**src/rtl/dispatch_4_32bit_if.sv**
```systemverilog
// Handshake bundle for the 4-way result dispatcher: one input stream and four held output ports.
// The dispatcher itself connects through the slave modport; the surrounding environment uses master.
interface dispatch_4_32bit_if;
  logic [31:0] in_data;
  logic [1:0]  in_sel;
  logic        in_valid;
  logic        in_ready;
  logic [31:0] out_data0;
  logic [31:0] out_data1;
  logic [31:0] out_data2;
  logic [31:0] out_data3;
  logic [3:0]  out_valid;
  logic [3:0]  out_ready;

  modport master (
    output in_data, in_sel, in_valid, out_ready,
    input  in_ready, out_data0, out_data1, out_data2, out_data3, out_valid
  );

  modport slave (
    input  in_data, in_sel, in_valid, out_ready,
    output in_ready, out_data0, out_data1, out_data2, out_data3, out_valid
  );
endinterface

```
**src/rtl/dispatch_4_32bit.sv**
```systemverilog
// Routes one 32-bit result per cycle into one of four one-entry holding ports (ALU, MEM, JAL, CMOV).
// Define DISPATCH_STATS_EN to add saturating per-port delivery counters cnt0..cnt3.
module dispatch_4_32bit #(
  parameter int CNT_W = 16
) (
  input logic               clk,
  input logic               rst,
  dispatch_4_32bit_if.slave bus
`ifdef DISPATCH_STATS_EN
  ,
  output logic [CNT_W-1:0]  cnt0,
  output logic [CNT_W-1:0]  cnt1,
  output logic [CNT_W-1:0]  cnt2,
  output logic [CNT_W-1:0]  cnt3
`endif
);

  typedef enum logic {
    EMPTY = 1'b0,
    FULL  = 1'b1
  } portState_t;

  portState_t  r_state [4];
  logic [31:0] r_data  [4];
  logic [3:0]  w_valid;
  logic [3:0]  w_deliver;
  logic        w_accept;

  always_comb begin
    for (int k = 0; k < 4; k++) begin
      w_valid[k] = (r_state[k] == FULL);
    end
  end

  // A full port may still accept when it is being drained in the same cycle (no bubble).
  assign w_deliver     = w_valid & bus.out_ready;
  assign bus.in_ready  = ~w_valid[bus.in_sel] | bus.out_ready[bus.in_sel];
  assign w_accept      = bus.in_valid & bus.in_ready;

  always_ff @(posedge clk) begin
    if (rst) begin
      for (int k = 0; k < 4; k++) begin
        r_state[k] <= EMPTY;
        r_data[k]  <= '0;
      end
    end else begin
      for (int k = 0; k < 4; k++) begin
        if (w_accept && (bus.in_sel == 2'(k))) begin
          r_state[k] <= FULL;
          r_data[k]  <= bus.in_data;
        end else if (w_deliver[k]) begin
          r_state[k] <= EMPTY;
        end
      end
    end
  end

  assign bus.out_valid = w_valid;
  assign bus.out_data0 = r_data[0];
  assign bus.out_data1 = r_data[1];
  assign bus.out_data2 = r_data[2];
  assign bus.out_data3 = r_data[3];

`ifdef DISPATCH_STATS_EN
  logic [CNT_W-1:0] r_cnt [4];

  // Counters stop at all-ones rather than wrapping.
  always_ff @(posedge clk) begin
    if (rst) begin
      for (int k = 0; k < 4; k++) begin
        r_cnt[k] <= '0;
      end
    end else begin
      for (int k = 0; k < 4; k++) begin
        if (w_deliver[k] && (r_cnt[k] != {CNT_W{1'b1}})) begin
          r_cnt[k] <= r_cnt[k] + CNT_W'(1);
        end
      end
    end
  end

  assign cnt0 = r_cnt[0];
  assign cnt1 = r_cnt[1];
  assign cnt2 = r_cnt[2];
  assign cnt3 = r_cnt[3];
`endif

endmodule

```
**src/flat_wrapper.sv**
```systemverilog
// flat-port wrapper written by rule: the top's interface ports become plain ports
module dispatch_4_32bit_flat 
#(
  parameter int CNT_W = 16
)
  (clk, rst, bus_in_data, bus_in_sel, bus_in_valid, bus_out_ready, bus_in_ready, bus_out_data0, bus_out_data1, bus_out_data2, bus_out_data3, bus_out_valid);
  dispatch_4_32bit_if bus_i ();
  input logic clk;
  input logic rst;
  input wire logic [$bits(bus_i.in_data)-1:0] bus_in_data;
  input wire logic [$bits(bus_i.in_sel)-1:0] bus_in_sel;
  input wire logic [$bits(bus_i.in_valid)-1:0] bus_in_valid;
  input wire logic [$bits(bus_i.out_ready)-1:0] bus_out_ready;
  output wire logic [$bits(bus_i.in_ready)-1:0] bus_in_ready;
  output wire logic [$bits(bus_i.out_data0)-1:0] bus_out_data0;
  output wire logic [$bits(bus_i.out_data1)-1:0] bus_out_data1;
  output wire logic [$bits(bus_i.out_data2)-1:0] bus_out_data2;
  output wire logic [$bits(bus_i.out_data3)-1:0] bus_out_data3;
  output wire logic [$bits(bus_i.out_valid)-1:0] bus_out_valid;
  assign bus_i.in_data = bus_in_data;
  assign bus_i.in_sel = bus_in_sel;
  assign bus_i.in_valid = bus_in_valid;
  assign bus_i.out_ready = bus_out_ready;
  assign bus_in_ready = bus_i.in_ready;
  assign bus_out_data0 = bus_i.out_data0;
  assign bus_out_data1 = bus_i.out_data1;
  assign bus_out_data2 = bus_i.out_data2;
  assign bus_out_data3 = bus_i.out_data3;
  assign bus_out_valid = bus_i.out_valid;
  dispatch_4_32bit #(.CNT_W(CNT_W)) u_core (.clk(clk), .rst(rst), .bus(bus_i));
endmodule
```
**config.mk**
```make
export PLATFORM = sky130hd
export DESIGN_NAME = dispatch_4_32bit_flat
export DESIGN_NICKNAME = d
export VERILOG_FILES = /design/src/rtl/dispatch_4_32bit_if.sv /design/src/rtl/dispatch_4_32bit.sv /design/src/flat_wrapper.sv
export SDC_FILE = /design/constraint.sdc
export NUM_CORES = 1
export LEC_CHECK = 0
export ABC_CLOCK_PERIOD_IN_PS = 8300
export CORE_MARGIN = 8
export CORE_UTILIZATION = 52
export CTS_BUF_LIST = sky130_fd_sc_hd__clkbuf_8
export DETAILED_ROUTE_END_ITERATION = 12
export PLACE_DENSITY = 0.88
export SETUP_SLACK_MARGIN = 0.5
export SYNTH_ARGS = -nofsm -noshare
export SYNTH_HDL_FRONTEND = slang
export SYNTH_SLANG_ARGS = --single-unit
```
**constraint.sdc**
```tcl
create_clock -name clk -period 8.3 [get_ports clk]
set_input_delay 0.83 -clock clk [delete_from_list [all_inputs] [get_ports clk]]
set_output_delay 0.83 -clock clk [all_outputs]
set_load 0.02 [all_outputs]
```
==> flow_metrics.tcl, run 1 <==
set metrics [dict create \
    tns_ns 0 \
    start_util_pct 53.7 \
    final_cells 671 \
    setup_viol 0 \
    multi_input_area_mm2 0.00142 \
    fin_crit_ns 3.36 \
    max_clock_freq_mhz 298 \
    dp_hpwl_um 11200 \
    yosys-top-cells-area "edfxtp_1 71%, nor3_1 8.1%, nor3_2 7.5%" \
    rsz0062_at_grt "no" \
    postSynthAreaPerCell_um2 15.2 \
    grt_use_total_pct 22.3 \
    cts_tree "built" \
    clock_path_buffers 2 \
    drive_gt1_share_pct 17.8 \
    die-height_um 120 \
    antenna_found_initial 0 \
    synth_async_sr_flop_share_pct 0 \
    crit_path_top_delay_cell "clkdlybuf4s50_1" \
    grt_pass1_vias 4009 \
    crit_family "buffers and inverters" \
    cts.hold.buffers_added 0 \
    yosysSeqAreaShare_pct 71.1 \
    p_leak_uw 0.00258 \
    clkPwrFrac_pct 35.0 \
    postCtsSetupBuffers 0 \
    cpPeakStageDelay_ns 0.56 \
    path_max_fanout 3 \
    final-hold-violation-count 0 \
    diodes 0 \
    wl_per_cell_um 24.0 \
    end_kind "primary output" \
    min_period_over_period_pct 40.5 \
    place_inst 639 \
    syn_nets 408 \
    boundaryPins 174 \
    ff_latch_area_mm2 0.00396 \
    cp_cell_sequence "clkdlybuf4s50_1 > nand2b_1 > mux4_2 > clkdlybuf4s50_1" \
    tightest_slew_ns 1.23 \
    path_buf_inv 2 \
    cts_root_buffer "clkbuf_8" \
    synth_cell_type_count 17 \
    yosysTopAreaCell "edfxtp_1" \
    drv_cap 0 \
    report.final.slew_viol_count 0 \
    io_buffers 173 \
    finalWirelength_um 16100 \
    fillCellCount 615 \
    synth_common_cells "132 x edfxtp_1, 90 x nor3_1, 42 x nor3_2" \
    clkSinkCount 132 \
    drt_first_iter_violations 278 \
    setup_slack_ns 4.94 \
    final_nets 563 \
    seqPwrFrac_pct 50.7 \
    outcome "finished clean" \
    power_uw 1560 \
    ir_drop_mv 0.114 \
    finalClockSkew_ns 0.0122 \
    area_delta_synth_final_pct 38.9 \
    clkLatencyLatePin_ns 0.44 \
    yosys_most_used_dff "edfxtp_1" \
    p_comb_share_pct 14.4 \
    cts_resized 0 \
    cts_htree_levels 4 \
    power.switching_uw 419 \
    first_pass_iters 5 \
    worst_path_most_repeated_cell "clkdlybuf4s50_1" \
    grt_pass1_wl_um 24200 \
    dieArea_mm2 0.0143 \
    worstPathRequired_ns 7.47 \
    crit_type "in2out" \
    yosysTopAreaCellShare_pct 71.1 \
    syn_inst 367 \
    fp-row-count 37 \
    yosysWarnings 0 \
    synth_seq_cells 132 \
    p_int_uw 1140 \
    worstPathArrival_ns 2.53 \
    syn-cell-area_mm2 0.00557 \
    clk_pin_slew_ns 0.08 \
    grt_max_degree 39 \
    power.density_mw_per_mm2 201 \
    design.core.area_mm2 0.0104 \
    hp-class "reg2reg" \
    p_sw_share_pct 26.9 \
    ant_nets 0 \
    postLayoutCoreUtil_pct 74.6 \
    place_ws_ns 4.73 \
    die_w_um 120 \
    maxSlewHeadroom_pct 17.6 \
    drc 0 \
    vias 4013 \
    grt-ovfl-total 0 \
    gp_congestion 0.855 \
    synth.most_common_cell "edfxtp_1" \
    via_per_inst 5.98 \
    synth_edf_count 132 \
    worst_setup_path_start_kind "input pin" \
    numCtsBuffers 17 \
]
-- layout make-up --
cell class / count / share of cell area, %
clock buffer: 17 / 3.02
clock inverter: 15 / 2.17
inverter: 2 / 0.0970
multi-input combinational: 190 / 18.3
sequential: 132 / 51.2
tap: 136 / 2.20
timing repair buffer: 179 / 23.0
-- layout by cell type (no fill, tap or decap), drive strengths merged --
cell,count
clkinvlp,2
nor2b,4
inv,9
clkbuf,17
nand3b,32
nor3,132
buf,6
nand2,1
or2,1
mux4,1
clkdlybuf4s50,173
clkinv,4
a21oi,4
edfxtp,132
o31ai,8
bufinv,2
nand2b,7
-- registers in the layout, summed over array words and instances (netlist names) --
signal and count:
u_core.r_data 128, u_core.r_state 4
-- logic make-up after synthesis --
group	Yosys count	synth area share (%)
simple gates	177	22.0
compound gates	12	1.44
mux	1	0.404
buf+inv	45	4.99
flops	132	71.1
-- final timing paths --
check	startpoint	end	slack, ns	cells after the start
min	u_core.r_state[0]	u_core.r_state[0]	0.68	2
min reg2reg	u_core.r_state[0]	u_core.r_state[0]	0.68	2
max	bus_out_ready[3]	bus_in_ready	4.94	4
max reg2reg	u_core.r_state[0]	u_core.r_data[0][9]	5.95	3
-- worst min-delay path, stage by stage (launching register included) --
cell and delay, ns:
edfxtp_1 0.39, a21oi_1 0.08, o31ai_1 0.08
-- layer usage --
layer	vias up	track usage [%]	part of all wire (%)
met5	-	0	0
met4	0	9.21	2.7
met3	33	7.17	11
met2	305	37.8	51
met1	1947	25.7	36
li1	1728	-	-
-- through the flow --
stage | area [um2] | hold slack (ns)
after floorplan | 5570 | 0.606
after global placement | 7340 | 0.678
after detailed placement | 7340 | 0.671
after CTS | 7740 | 0.691
after global routing | 7740 | 0.745
final | 7740 | 0.683
-- power by group through the flow --
| stage | clock network, uW | logic (uW) | registers, uW |
|---|---|---|---|
| after floorplan | 0 | 67.9 | 844 |
| after detailed placement | 0 | 224 | 802 |
| final | 544 | 224 | 788 |
| after global placement | 0 | 218 | 802 |
| after global routing | 572 | 233 | 791 |
| after CTS | 544 | 225 | 788 |
(Power assumes the default switching activity.)
==> inputs of run 2 (changes only) <==
--- a/config.mk
+++ b/config.mk
@@ -5,12 +5,12 @@
 export SDC_FILE = /design/constraint.sdc
 export NUM_CORES = 1
 export LEC_CHECK = 0
-export ABC_CLOCK_PERIOD_IN_PS = 8300
+export ABC_CLOCK_PERIOD_IN_PS = 2900
 export CORE_MARGIN = 8
-export CORE_UTILIZATION = 52
+export CORE_UTILIZATION = 44
 export CTS_BUF_LIST = sky130_fd_sc_hd__clkbuf_8
 export DETAILED_ROUTE_END_ITERATION = 12
-export PLACE_DENSITY = 0.88
+export PLACE_DENSITY = 0.79
 export SETUP_SLACK_MARGIN = 0.5
 export SYNTH_ARGS = -nofsm -noshare
 export SYNTH_HDL_FRONTEND = slang
==> constraint.sdc (replaced) <==
create_clock -name clk -period 2.9 [get_ports clk]
set_input_delay 0.29 -clock clk [delete_from_list [all_inputs] [get_ports clk]]
set_output_delay 0.29 -clock clk [all_outputs]
set_load 0.02 [all_outputs]
==> flow_metrics.tcl, run 2 (synthesized netlist as in run 1, its figures left out) <==
set metrics [dict create \
    final-hold-violation-count 0 \
    cts_tree "built" \
    grt-ovfl-total 0 \
    vias 3862 \
    top_regs "u_core.r_data (128), u_core.r_state (4)" \
    cts_root_buffer "clkbuf_8" \
    postCtsSetupBuffers 0 \
    fp-row-count 41 \
    worstPathArrival_ns 1.98 \
    grt_use_total_pct 18.9 \
    top_register "u_core.r_data" \
    via_per_inst 5.36 \
    die-height_um 129 \
    max_clock_freq_mhz 441 \
    final_nets 576 \
    postLayoutCoreUtil_pct 63.2 \
    crit_type "in2out" \
    cts_resized 0 \
    hp-class "in2reg" \
    dp_hpwl_um 11200 \
    finalWirelength_um 15600 \
    worstPathRequired_ns 2.61 \
    grt_pass1_wl_um 23800 \
    min_period_over_period_pct 78.1 \
    numCtsBuffers 17 \
    gp_congestion 0.802 \
    layout_common_cells "172 x clkdlybuf4s50_1, 132 x edfxtp_1, 90 x nor3_1" \
    area_delta_synth_final_pct 42.1 \
    ant_nets 0 \
    cts_htree_levels 4 \
    outcome "finished clean" \
    tns_ns 0 \
    first_pass_iters 4 \
    end_kind "primary output" \
    antenna_found_initial 0 \
    cts.hold.buffers_added 0 \
    rsz0062_at_grt "no" \
    finalClockSkew_ns 0.00893 \
    start_util_pct 44.5 \
    drt_first_iter_violations 337 \
    maxSlewHeadroom_pct 47.4 \
    wl_per_cell_um 21.7 \
    drc 0 \
    clk_pin_slew_ns 0.08 \
    clkSinkCount 132 \
    clock_path_buffers 2 \
    drive_gt1_share_pct 19.7 \
    worstHoldPathCells 4 \
    io_buffers 173 \
    power.density_mw_per_mm2 581 \
    die_w_um 129 \
    dieArea_mm2 0.0165 \
    setup_viol 0 \
    path_max_fanout 3 \
    power_uw 4600 \
    grt_max_degree 34 \
    diodes 0 \
    clkLatencyLatePin_ns 0.43 \
    place_ws_ns 0.620 \
    ir_drop_mv 0.363 \
    tightest_slew_ns 0.788 \
    drv_cap 0 \
    design.core.area_mm2 0.0125 \
    largest_reg_flops 128 \
    fin_crit_ns 2.27 \
    r2r_setup_slack_ns 1.03 \
    report.final.slew_viol_count 0 \
    layout_commonest_cell "clkdlybuf4s50_1" \
    p_leak_uw 0.00265 \
    grt_pass1_vias 4036 \
    boundaryPins 174 \
    setup_slack_ns 0.634 \
    reg2reg_depth 3 \
    worst_setup_path_start_kind "input pin" \
    whs_ns 0.580 \
]
## run 2: report_power, final
part | total, uW | internal [uW] | switching, uW | leakage [uW]
logic | 654 | 272 | 382 | 0.00106
clock network | 1700 | 943 | 755 | 0.000210
registers | 2250 | 2210 | 40.4 | 0.00138
## run 2: path summary, 6_finish.rpt
check,endpoint,startpoint
setup / recovery,bus_in_ready,bus_out_ready[0]
hold reg to reg,u_core.r_state[1],u_core.r_state[1]
hold / removal,u_core.r_data[0][0],bus_in_valid
setup reg to reg,u_core.r_data[0][28],u_core.r_state[0]
## run 2: area by class of cell
class                           count  area, um2
Inverter                            2       7.51
Clock inverter                     15        206
Sequential cell                   132       3960
Clock buffer                       17        234
Timing Repair Buffer              192       1870
Fill cell                         974       4600
Multi-Input combinational cell    190       1420
Tap cell                          172        215
## run 2: per-stage QoR
stage	std cells	area, um2
after floorplan	367	5630
after global placement	688	7480
after detailed placement	688	7480
after CTS	720	7920
after global routing	720	7920
final	720	7920
## run 2: per-layer routing
layer	GRT usage (%)	up-vias	share of wire (%)	wire (um)
met5	0	-	0	0
met2	31.3	211	50	7750
met1	22.8	1899	40	6190
met4	5.04	0	0.63	99
met3	7.12	8	10	1590
li1	-	1744	-	-
## run 2: critical path: stages
cell	delay, ns
clkdlybuf4s50_1	0.49
nand2b_1	0.18
mux4_2	0.46
clkdlybuf4s50_1	0.56
